$ cat config.mk
export PLATFORM = sky130hd
export DESIGN_NAME = data_memory_flat
export DESIGN_NICKNAME = d
export VERILOG_FILES = /design/src/rtl/data_memory_pkg.sv /design/src/rtl/data_memory_if.sv /design/src/rtl/data_memory.sv /design/src/flat_wrapper.sv
export SDC_FILE = /design/constraint.sdc
export NUM_CORES = 2
export LEC_CHECK = 0
export ABC_CLOCK_PERIOD_IN_PS = 7900
export CELL_PAD_IN_SITES_DETAIL_PLACEMENT = 0
export CELL_PAD_IN_SITES_GLOBAL_PLACEMENT = 1
export CORE_MARGIN = 1.5
export CORE_UTILIZATION = 57
export DETAILED_ROUTE_END_ITERATION = 12
export PLACE_DENSITY = 0.82
export SLEW_MARGIN = 5
export SYNTH_ARGS = -nofsm -noshare
export SYNTH_HDL_FRONTEND = slang
export SYNTH_SLANG_ARGS = --single-unit
$ cat constraint.sdc
create_clock -name clk_i -period 7.9 [get_ports clk_i]
set_clock_uncertainty 0.1 [all_clocks]
set_input_delay 1.58 -clock clk_i [delete_from_list [all_inputs] [get_ports clk_i]]
set_output_delay 1.58 -clock clk_i [all_outputs]
set_load 0.01 [all_outputs]
$ cat src/rtl/data_memory_pkg.sv
// data_memory_pkg: shared widths and the byte-address to word-index mapping for the data RAM
// Contents: XLEN, DMEM_DEPTH_LOG2_DEF, word_index()
package data_memory_pkg;
   localparam int XLEN = 32;
   localparam int DMEM_DEPTH_LOG2_DEF = 6;
   // Drops the byte offset and every bit above the array size, so addresses alias by array size
   function automatic logic [XLEN-1:0] word_index(input logic [XLEN-1:0] addr, input int unsigned depth_log2);
      return (addr >> 2) & ((XLEN'(1) << depth_log2) - XLEN'(1));
   endfunction
endpackage

$ cat src/rtl/data_memory_if.sv
// data_memory_if: load/store bus between the datapath (master) and the data RAM (slave)
// Signals: address (byte address), wd (store data), mem_write (store enable), rd (load data),
//          misaligned (only with DMEM_ALIGN_CHECK_EN)
interface data_memory_if #(
   parameter int ADDR_W = 32,
   parameter int DATA_W = data_memory_pkg::XLEN
);
   logic [ADDR_W-1:0] address;
   logic [DATA_W-1:0] wd;
   logic              mem_write;
   logic [DATA_W-1:0] rd;
`ifdef DMEM_ALIGN_CHECK_EN
   logic              misaligned;
   modport master (output address, wd, mem_write, input rd, misaligned);
   modport slave (input address, wd, mem_write, output rd, misaligned);
`else
   modport master (output address, wd, mem_write, input rd);
   modport slave (input address, wd, mem_write, output rd);
`endif
endinterface

$ cat src/rtl/data_memory.sv
// data_memory: word-addressed RAM with combinational read, synchronous write and synchronous clear
// Ports: clk_i   - clock, all updates on rising edge
//        rst_i   - synchronous active-high reset, clears every word, beats a store
//        bus     - data_memory_if slave: address/wd/mem_write in, rd out (misaligned out if enabled)
// Build option: DMEM_ALIGN_CHECK_EN adds bus.misaligned and suppresses misaligned stores
module data_memory
   import data_memory_pkg::*;
#(
   parameter int DATA_W     = XLEN,
   parameter int DEPTH_LOG2 = DMEM_DEPTH_LOG2_DEF
) (
   input  logic          clk_i,
   input  logic          rst_i,
   data_memory_if.slave  bus
);
   localparam int DEPTH = 1 << DEPTH_LOG2;
   logic [DATA_W-1:0]     mem_q [DEPTH];
   logic [DEPTH_LOG2-1:0] idx;
   logic                  we;
   assign idx    = DEPTH_LOG2'(word_index(XLEN'(bus.address), DEPTH_LOG2));
   assign bus.rd = mem_q[idx];
`ifdef DMEM_ALIGN_CHECK_EN
   assign bus.misaligned = bus.mem_write & (bus.address[1:0] != 2'b00);
   assign we = bus.mem_write & ~bus.misaligned;
`else
   assign we = bus.mem_write;
`endif
   always_ff @(posedge clk_i) begin
      if (rst_i) for (int i = 0; i < DEPTH; i++) mem_q[i] <= '0;
      else if (we) mem_q[idx] <= bus.wd;
   end
endmodule

$ cat src/flat_wrapper.sv
// flat-port wrapper written by rule: the top's interface ports become plain ports
module data_memory_flat import data_memory_pkg::*;
#(
   parameter int DATA_W     = XLEN,
   parameter int DEPTH_LOG2 = DMEM_DEPTH_LOG2_DEF
)
  (clk_i, rst_i, bus_address, bus_wd, bus_mem_write, bus_rd);
  data_memory_if #(.DATA_W(DATA_W)) bus_i ();
  input  logic clk_i;
  input  logic rst_i;
  input wire logic [$bits(bus_i.address)-1:0] bus_address;
  input wire logic [$bits(bus_i.wd)-1:0] bus_wd;
  input wire logic [$bits(bus_i.mem_write)-1:0] bus_mem_write;
  output wire logic [$bits(bus_i.rd)-1:0] bus_rd;
  assign bus_i.address = bus_address;
  assign bus_i.wd = bus_wd;
  assign bus_i.mem_write = bus_mem_write;
  assign bus_rd = bus_i.rd;
  data_memory #(.DATA_W(DATA_W), .DEPTH_LOG2(DEPTH_LOG2)) u_core (.clk_i(clk_i), .rst_i(rst_i), .bus(bus_i));
endmodule
==> impl_metrics.ini <==
[critical_path]
crit_arrival_ns = 5.57
critPathLaunch = bus_address[7]
cpMaxStageDelayCell = clkdlybuf4s50_1
cp_data_required_time_ns = 6.22
critPathCaptureType = output pin
criticalPathCategory = primary input to output pin
start_kind = primary input
cp_slowest_stage_delay_ns = 1.02
endpoint = bus_rd[26]
crit_chain = clkdlybuf4s50_1 -> or3b_2 -> a21oi_1 -> a21oi_1 -> nand4_1 -> clkdlybuf4s50_1
crit_fanout = 20
cp.buffers_inverters = 2
critPathTopFamily = buffers and inverters
cp.depth = 6

[placement]
dp_cells = 8734
portBuffers = 72
place_hpwl_um = 169800
finalWeightedCongestion = 0.9210

[floorplan]
die_area_sq_mm = 0.1654
io_pins = 99
row_count = 147
core_area_sq_mm = 0.1611
die_w_um = 406.7
start_util = 0.5767
dieHeight_um = 406.7

[sta]
fmaxAchievable_mhz = 137.9
tns_ns = 0
setup_viol = 0
tightestPinTransition_ns = 1.387
finalCriticalPeriod_ns = 7.251
hold_viol = 0
rsz0062_at_grt = no
report.final.slew_viol_count = 0
max-slew-margin-rel = 0.06553
timing.final.crit_share = 0.9179

[yosys]
netlist.area_leader.share = 0.6619
avgSynthCellArea_sq_um = 13.29
yosys-top-cells-count = 2049 x and2_1, 2048 x edfxtp_1, 531 x clkbuf_1
synthFlopType = edfxtp_1
synth-edff-count = 2048
yosysWarningCount = 0
ys_seq_area_frac = 0.6619
synth_largest_area_cell = edfxtp_1
synth.most_common_cell = and2_1
ys_seq_elements = 2048
synth_cell_types = 59
syn-num-nets = 7059
synth_area_leaders = edfxtp_1 66%, and2_1 14%, a221oi_1 3.9%, a22oi_1 2.2%, clkbuf_1 2.1%
synthArstFlopShare = 0
synthesis.area_sq_mm = 0.09291
synthCells = 6992

[clock_tree]
cts_hold_buf = 0
cts.repair.resized = 0
htreeDepth = 4
cts_tree = built
cts.sinks = 2048
cts_buffers = 208
clkSlewWorstSetupHoldPaths_ns = 0.06
clockBufferDepth = 3
postCtsSetupBuffers = 0
root_buffer = clkbuf_16

[detailed_routing]
met3_length_um = 34950
dr.max_layer_used = met5
drt-met1-wl_um = 109400
routed_wl_um = 295300
via_count = 60270
post_drt_wl_per_cell_um = 32.34
ant_nets = 0
dr.pass1.iters = 6
viasPerCell = 6.600
route.met2.wl_um = 132900
drc = 0
drtIter0Drc = 8894

[pwr]
power_density_mw_per_mm2 = 237.5
leakage_uw = 0.03539
peakVddDrop_mv = 0.2294

[global_route]
antenna_found_initial = 26
grtUsageTotal = 0.3539
grt_pass1_vias = 57030
grt_first_pass_wirelength_um = 414600
grt_max_degree = 80
overflow = 0

[final_layout]
final_layout_size_suffix_gt1_frac = 0.1293
finalCoreUtilization = 0.6342
largest_register_ffs = 2048
fin_cells = 9131
largestRegisters = u_core.mem_q: 2048 flops
largest-register = u_core.mem_q
final_net_count = 6851
synthToLayoutAreaGrowth_pct = 9.974

[min_path]
hold_path_class = primary input to flip-flop

[outcome]
status = finished clean

[flow_run]
cap_violations = 0
-- worst min path at each step --
stage                     startpoint  slack [ns]  cells after the start                            endpoint
after floorplan           bus_wd[10]        1.94                      2   u_core.mem_q[5][10]$_SDFFCE_PN0P_
after global placement     bus_wd[0]        2.32                      3   u_core.mem_q[37][0]$_SDFFCE_PN0P_
after detailed placement   bus_wd[0]        2.33                      3   u_core.mem_q[33][0]$_SDFFCE_PN0P_
after CTS                  bus_wd[0]        1.43                      3   u_core.mem_q[33][0]$_SDFFCE_PN0P_
after global routing      bus_wd[30]        1.46                      3  u_core.mem_q[13][30]$_SDFFCE_PN0P_
final                     bus_wd[30]        1.47                      3   u_core.mem_q[9][30]$_SDFFCE_PN0P_
-- power by group --
group	internal, uW	leakage, uW	switching (uW)
logic	536	0.0127	1420
clock network	5400	0.00320	4250
registers	12500	0.0195	157
total	18400	0.0354	5820
-- area by class of cell --
type,instances,area (sq um)
flip-flops and latches,2048,61500
multi-input cells,4174,28380
well taps,2160,2703
clock inverters,116,1107
inverters,3,18.77
repair buffers,349,2987
diodes,11,27.53
fillers,11900,58940
clock buffers,270,5459
-- cells by family after synthesis --
logic type	synth area share
flops	0.6619
simple gates	0.1658
mux	0.03548
buf+inv	0.03528
compound gates	0.1016
-- cell usage in the layout (no fill, tap or decap), drive strengths merged, types with 13 or more instances in the layout --
cell type      netlist  final
a221oi             417    417
edfxtp            2048   2048
nor2               299    299
a21oi              156    156
a31oi               17     17
a221o               16     16
a22o                68     68
mux2               143    143
mux4                14     14
and2              2051   2051
and3                14     14
o22ai              112    112
clkdlybuf4s50        0     36
a211o               13     13
o2bb2ai             13     13
nor3                15     15
a22oi              270    270
clkinv               0     90
or2                 66     66
nand4               29     29
o21ai              117    117
nand2               98     98
mux2i              137    137
bufinv               0     16
clkbuf             531    271
or3                 16     16
buf                236    312
-- metrics by stage --
step | total power, uW | area [sq um] | hold slack, ns | worst slack [ns]
final | 24270 | 102200 | 1.471 | 0.6485
after global routing | 24770 | 102100 | 1.460 | 0.7045
after global placement | 14730 | 95580 | 2.320 | 0.9171
after floorplan | 13850 | 92910 | 1.939 | 3.032
after CTS | 24220 | 102100 | 1.431 | 0.8740
after detailed placement | 14790 | 95580 | 2.331 | 0.8987
-- layer usage --
layer,track usage,vias up
li1,-,25390
met1,0.4769,30180
met2,0.5329,3964
met3,0.08442,712
met4,0.1919,20
met5,0,-
Note: power is estimated with default switching activity, not from simulation.
